### src/rtl/nes_pkg.sv
// Shared types and constants for the NES controller poller.
package nes_pkg;

    typedef enum logic [2:0] {
        ST_IDLE,
        ST_LATCH,
        ST_LOW,
        ST_HIGH,
        ST_DONE
    } nes_state_e;

    localparam int BTN_A      = 0;
    localparam int BTN_B      = 1;
    localparam int BTN_SELECT = 2;
    localparam int BTN_START  = 3;
    localparam int BTN_UP     = 4;
    localparam int BTN_DOWN   = 5;
    localparam int BTN_LEFT   = 6;
    localparam int BTN_RIGHT  = 7;

    // 60 Hz poll, 12 us latch, 6 us clock phases at 50 MHz
    localparam int POLL_CYCLES_DEF  = 833333;
    localparam int LATCH_CYCLES_DEF = 600;
    localparam int HALF_CYCLES_DEF  = 300;

    function automatic int max_int(input int a, input int b);
        return (a > b) ? a : b;
    endfunction

endpackage

### src/rtl/nes_sync.sv
// Two-flop synchronizer with a configurable reset value.
module nes_sync #(
    parameter logic RESET_VAL = 1'b1
) (
    input  logic clk,
    input  logic rst,
    input  logic d_i,
    output logic q_o
);

    logic meta_q;
    logic sync_q;

    always_ff @(posedge clk or posedge rst) begin
        if (rst) begin
            meta_q <= RESET_VAL;
            sync_q <= RESET_VAL;
        end else begin
            meta_q <= d_i;
            sync_q <= meta_q;
        end
    end

    assign q_o = sync_q;

endmodule

### src/rtl/nes_controller_poller.sv
// Periodically latches and shifts in the 8 buttons of an NES controller.
//   state    | meaning
//   IDLE     | waiting for the poll timer tick
//   LATCH    | nesLatch high, controller loads its button register
//   LOW      | nesClk low; data sampled in the last cycle of this phase
//   HIGH     | nesClk high; controller shifts the next button out
//   DONE     | publish shift register to buttons, strobe buttonsValid
module nes_controller_poller
    import nes_pkg::*;
#(
    parameter int POLL_CYCLES  = POLL_CYCLES_DEF,
    parameter int LATCH_CYCLES = LATCH_CYCLES_DEF,
    parameter int HALF_CYCLES  = HALF_CYCLES_DEF
) (
    input  logic       clk,
    input  logic       reset,
    input  logic       nesData,
    output logic       nesLatch,
    output logic       nesClk,
    output logic [7:0] buttons,
    output logic       buttonsValid,
    output logic       busy
);

    localparam int CNT_MAX = max_int(LATCH_CYCLES, HALF_CYCLES);
    localparam int CNT_W   = (CNT_MAX > 1) ? $clog2(CNT_MAX) : 1;
    localparam int TMR_W   = (POLL_CYCLES > 1) ? $clog2(POLL_CYCLES) : 1;

    localparam logic [CNT_W-1:0] LATCH_LOAD = CNT_W'(LATCH_CYCLES - 1);
    localparam logic [CNT_W-1:0] HALF_LOAD  = CNT_W'(HALF_CYCLES - 1);
    localparam logic [TMR_W-1:0] TMR_LAST   = TMR_W'(POLL_CYCLES - 1);

    if (!(POLL_CYCLES > LATCH_CYCLES + 16 * HALF_CYCLES + 4)) begin : g_param_check
        $error("nes_controller_poller: POLL_CYCLES too short for one poll sequence");
    end

    logic             data_sync;
    logic [TMR_W-1:0] timer_q, timer_d;
    logic             tick;

    nes_state_e       state_q;
    logic [CNT_W-1:0] cnt_q;
    logic [2:0]       idx_q;
    logic [7:0]       shift_q;
    logic [7:0]       buttons_q;
    logic             valid_q;
    logic             latch_q;
    logic             nclk_q;
    logic             busy_q;

    nes_sync #(.RESET_VAL(1'b1)) u_data_sync (
        .clk (clk),
        .rst (reset),
        .d_i (nesData),
        .q_o (data_sync)
    );

    // Free-running poll timer; ticks keep coming while busy and are ignored there.
    assign tick = (timer_q == TMR_LAST);

    always_comb begin
        timer_d = timer_q + 1'b1;
        if (tick) begin
            timer_d = '0;
        end
    end

    always_ff @(posedge clk or posedge reset) begin
        if (reset) begin
            timer_q <= '0;
        end else begin
            timer_q <= timer_d;
        end
    end

    always_ff @(posedge clk or posedge reset) begin
        if (reset) begin
            state_q   <= ST_IDLE;
            cnt_q     <= '0;
            idx_q     <= '0;
            shift_q   <= '0;
            buttons_q <= '0;
            valid_q   <= 1'b0;
            latch_q   <= 1'b0;
            nclk_q    <= 1'b0;
            busy_q    <= 1'b0;
        end else begin
            valid_q <= 1'b0;
            case (state_q)
                ST_IDLE: begin
                    if (tick) begin
                        state_q <= ST_LATCH;
                        cnt_q   <= LATCH_LOAD;
                        latch_q <= 1'b1;
                        busy_q  <= 1'b1;
                    end
                end
                ST_LATCH: begin
                    if (cnt_q == '0) begin
                        state_q <= ST_LOW;
                        cnt_q   <= HALF_LOAD;
                        idx_q   <= '0;
                        latch_q <= 1'b0;
                    end else begin
                        cnt_q <= cnt_q - 1'b1;
                    end
                end
                ST_LOW: begin
                    if (cnt_q == '0) begin
                        shift_q[idx_q] <= ~data_sync;
                        state_q        <= ST_HIGH;
                        cnt_q          <= HALF_LOAD;
                        nclk_q         <= 1'b1;
                    end else begin
                        cnt_q <= cnt_q - 1'b1;
                    end
                end
                ST_HIGH: begin
                    if (cnt_q == '0) begin
                        nclk_q <= 1'b0;
                        cnt_q  <= HALF_LOAD;
                        if (idx_q == 3'(BTN_RIGHT)) begin
                            state_q <= ST_DONE;
                        end else begin
                            idx_q   <= idx_q + 1'b1;
                            state_q <= ST_LOW;
                        end
                    end else begin
                        cnt_q <= cnt_q - 1'b1;
                    end
                end
                ST_DONE: begin
                    buttons_q <= shift_q;
                    valid_q   <= 1'b1;
                    busy_q    <= 1'b0;
                    state_q   <= ST_IDLE;
                end
                default: begin
                    state_q <= ST_IDLE;
                    latch_q <= 1'b0;
                    nclk_q  <= 1'b0;
                    busy_q  <= 1'b0;
                end
            endcase
        end
    end

    assign nesLatch     = latch_q;
    assign nesClk       = nclk_q;
    assign buttons      = buttons_q;
    assign buttonsValid = valid_q;
    assign busy         = busy_q;

endmodule
### config.mk
export PLATFORM = sky130hd
export DESIGN_NAME = nes_controller_poller
export DESIGN_NICKNAME = d
export VERILOG_FILES = /design/src/rtl/nes_pkg.sv /design/src/rtl/nes_sync.sv /design/src/rtl/nes_controller_poller.sv
export SDC_FILE = /design/constraint.sdc
export NUM_CORES = 1
export LEC_CHECK = 0
export CAP_MARGIN = 20
export CORE_UTILIZATION = 55
export DETAILED_ROUTE_END_ITERATION = 7
export PLACE_DENSITY = 0.74
export SLEW_MARGIN = 0
export SYNTH_ARGS = -nofsm -noshare
export SYNTH_HDL_FRONTEND = slang
export SYNTH_SLANG_ARGS = --single-unit
export TNS_END_PERCENT = 10
### constraint.sdc
create_clock -name clk -period 2.61 [get_ports clk]
set_input_delay 0.783 -clock clk [delete_from_list [all_inputs] [get_ports clk]]
set_output_delay 0.783 -clock clk [all_outputs]
set_load 0.005 [all_outputs]
==> results of run 1 <==
## cell usage after synthesis, types with 2 or more instances
master and number:
a21oi_1 8, clkbuf_1 5, nand2b_1 2, or2_2 2
a22o_1 2, o21a_1 2, o31ai_1 9, o21ai_0 10
nand3_1 11, buf_2 2, nor2b_1 2, and3_1 4
xnor2_1 11, xor2_1 5, a22oi_1 2, nand2_1 14
ha_1 6, nor2_1 24, nor4_1 4, nor3b_1 2
nor4b_1 2, inv_1 10, dfrtp_1 56, mux2_2 9
dfstp_2 2, or3_1 4, o31a_1 3, nor3_1 12
nand4bb_1 2, nand4_1 8, mux2i_1 2, or4_1 2
## area by class of cell
class                           count  share of cell area, %
Inverter                           10                   1.15
Timing Repair Buffer               22                   6.54
Multi-Input combinational cell    184                   38.0
Sequential cell                    58                   44.7
Clock inverter                      6                   2.77
Clock buffer                       10                   4.23
Tap cell                           67                   2.58
## sequential cells by signal, summed over array words and instances, names as in the netlist
name and cells:
nesLatch 1, u_data_sync.q_o 1, shift_q 8, busy 1, idx_q 3, cnt_q 10, buttons 8, timer_q 20
nesClk 1, u_data_sync.meta_q 1, state_q 3, buttonsValid 1
## per-stage QoR
| step | cell area [um^2] | cells | total power [mW] | hold WS, ns | utilization [%] |
|---|---|---|---|---|---|
| 3_3_place_gp | 3020 | 341 | 0.945 | 0.346 | 63.2 |
| 2_1_floorplan | 2760 | 260 | 0.933 | 0.345 | - |
| 3_5_place_dp | 3020 | 341 | 0.945 | 0.349 | 63.2 |
| 5_1_grt | 3250 | 357 | 1.91 | 0.361 | 67.9 |
| 6_report | 3250 | 357 | 1.86 | 0.358 | 67.9 |
| 4_1_cts | 3250 | 357 | 1.88 | 0.360 | 67.9 |
## cells by family (layout without fill, tap and decap cells)
family / count (synthesis) / count (layout) / share of synthesized area (%)
AND/OR/NAND/NOR: 99 / 99 / 19.3
flip-flops: 58 / 58 / 52.7
AO/OA/AOI/OAI: 52 / 52 / 13.3
buffers and inverters: 18 / 48 / 2.54
XOR/XNOR: 16 / 16 / 5.08
multiplexers: 11 / 11 / 4.40
adder cells (fa/ha/maj): 6 / 6 / 2.72
## how the worst min path moves through the flow
stage	startpoint	to	slack, ns	cells after the start
2_1_floorplan	u_data_sync.meta_q	u_data_sync.q_o	0.35	0
3_3_place_gp	u_data_sync.meta_q	u_data_sync.q_o	0.35	0
6_report	u_data_sync.meta_q	u_data_sync.q_o	0.36	0
3_5_place_dp	u_data_sync.meta_q	u_data_sync.q_o	0.35	0
5_1_grt	u_data_sync.meta_q	u_data_sync.q_o	0.36	0
4_1_cts	u_data_sync.meta_q	u_data_sync.q_o	0.36	0
## power by group through the flow
stage	combinational [mW]	clock [mW]	sequential [mW]
2_1_floorplan	0.0146	0	0.919
3_3_place_gp	0.0246	0	0.920
3_5_place_dp	0.0247	0	0.921
4_1_cts	0.0248	0.950	0.904
5_1_grt	0.0277	0.983	0.904
6_report	0.0234	0.935	0.904
## metal layers
layer  vias up  wire length, um  track usage (%)
met1      1023             2460             30.8
met5         -                0                0
met4         0              130             14.6
met3        12              232             4.14
met2        53             2760             37.8
li1       1011                -                -
==> reports/qor.csv, run 1 <==
stage,metric,value,unit
grt,initial antenna violation count,0,
logic_synthesis,Yosys warning count,0,
critical_path,CP endpoint kind,register,
sta,RSZ-0062 raised after global routing,false,
critical_path,crit path buf inv count,0,
clock_tree,CTS sink cnt,58,
sta,final setup violating endpoints,0,
logic_synthesis,Mean Syn Cell Area,10.6,um^2
clock_tree,"Reg clk slew, reported paths",0.07,ns
logic_synthesis,synth top area cells,"dfrtp_1, mux2_2, xnor2_1",
die,Die ar.,5310,um^2
die,Top Ports,15,
clock_tree,Skew-Pair Late Insertion Delay,0.34,ns
placed_design,I/O Buffers,14,
clock_tree,CTS tree,yes,
logic_synthesis,syn nets,269,
cells_and_area,layout cells sized above 1,14.1,%
die,Core Area,4790,um^2
route,DRT iter0 DRCs,162,
route,DRT Pass-1 Iters,4,
route,Antenna Nets Post-Route,0,
critical_path,Crit path largest cell delay,0.58,ns
critical_path,crit path launch type,register,
critical_path,R2R Path End,cnt_q[7],
critical_path,crit-path max FO,8,
clock_tree,CTS buffer count,9,
route,DR WL/cell,15.6,um
clock_tree,Post-CTS Setup Inserts,0,
die,Starting Density,57.7,%
grt,largest net degree at the start of global routing,42,
critical_path,RR Startpoint,timer_q[11],
logic_synthesis,cell area after synthesis,2760,um^2
logic_synthesis,"EDFF count, synth",0,
critical_path,R2R cell count,4,
route,routed via count,2099,
critical_path,worst setup path endpoint,cnt_q[7],
grt,All-Layer GR Usage,23.9,%
sta,fin. max-slew vios,0,
critical_path,Worst path slowest cell,or4_1,
cells_and_area,FILL cells,371,
sta,max_slew headroom,62.3,%
placed_design,dpl ws,0.373,ns
critical_path,"Cell Chain, Critical Path","or4b_1, or3_4, or4_1, a32o_1",
sta,Worst Clk Skew,0.0115,ns
critical_path,worst setup path startpoint,timer_q[11],
cells_and_area,register area,1450,um^2
logic_synthesis,Synth Instances,260,
sta,worst-margin pin slew,0.564,ns
pwr,Max rail drop VDD,0.384,mV
sta,Hold Fails Final Rpt,0,
cells_and_area,NumNets Final,294,
pwr,Lkg Pwr,1.47,nW
pwr,sw frac,21.0,%
outcome,status,"finished, final reports clean",
die,Die Width,72.8,um
logic_synthesis,largest area contributor in the netlist,dfrtp_1,
placed_design,hpwl dp,3.79,mm
pwr,NetSw,391,uW
die,# rows,25,
pwr,internal power,1.47,mW
grt,vias in the first global route,2014,
grt,first-pass GRT wire length,9.38,mm
critical_path,crit-path leading delay family,simple AND/OR/NAND/NOR gates,
critical_path,R2R setup slack,0.38,ns
route,DRC violations left,0,
logic_synthesis,#FFs+latches synth,58,
clock_tree,CTS Root Buffer Type,clkbuf_8,
route,Total Wirelength,5.58,mm
grt,GRT overflow,0,
logic_synthesis,top-area cell type share of the netlist area,50.8,%
logic_synthesis,async set-reset flop share out of synthesis,100,%
cells_and_area,synthesis-to-layout area growth,17.8,%
cells_and_area,most frequent cells in the layout,"dfrtp_1, nor2_1, nand2_1, clkdlybuf4s50_1, nor3_1",
run,maxcap violations,0,
clock_tree,CTS Hold Bufs,0,
clock_tree,clk buf depth,2,
critical_path,Critical Path Stages,4,
sta,f_max,448,MHz
sta,setup_tns,0,ns
logic_synthesis,Synth cell types,53,
sta,post-route minimum period,2.23,ns
critical_path,data required time of the worst path,2.83,ns
die,Die Ht,72.8,um
cells_and_area,Antenna diodes,0,
critical_path,crit path kind,reg2reg,
cells_and_area,Multi-input gate area,1240,um^2
sta,final worst-path cycle share,85.6,%
pwr,Gate power share,1.3,%
pwr,power density over the cells,573,nW/um^2
pwr,clock power share,50.2,%
clock_tree,Post-CTS Resized,0,
sta,setup ws final,0.377,ns
cells_and_area,"commonest non-fill, non-tap cell in the layout",dfrtp_1,
placed_design,Final GP Congestion,0.820,
logic_synthesis,Synth Flop Type,dfrtp_1,
critical_path,crit path DAT,2.46,ns
clock_tree,H-tree levels,3,
logic_synthesis,sequential fraction of the synthesis area,52.7,%
pwr,Reg power frac,48.5,%
route,number of vias per cell,5.88,
min_path,Hold Crit Class,reg2reg,
(Power assumes the default switching activity.)
==> run 2: changes to the inputs <==
--- a/config.mk
+++ b/config.mk
@@ -9,7 +9,8 @@
 export CORE_UTILIZATION = 55
 export DETAILED_ROUTE_END_ITERATION = 7
 export PLACE_DENSITY = 0.74
-export SLEW_MARGIN = 0
+export SKIP_LAST_GASP = 1
+export SLEW_MARGIN = 20
 export SYNTH_ARGS = -nofsm -noshare
 export SYNTH_HDL_FRONTEND = slang
 export SYNTH_SLANG_ARGS = --single-unit
==> results of run 2 <==
No change in the layout: final DEF, timing and power equal those of run 1.
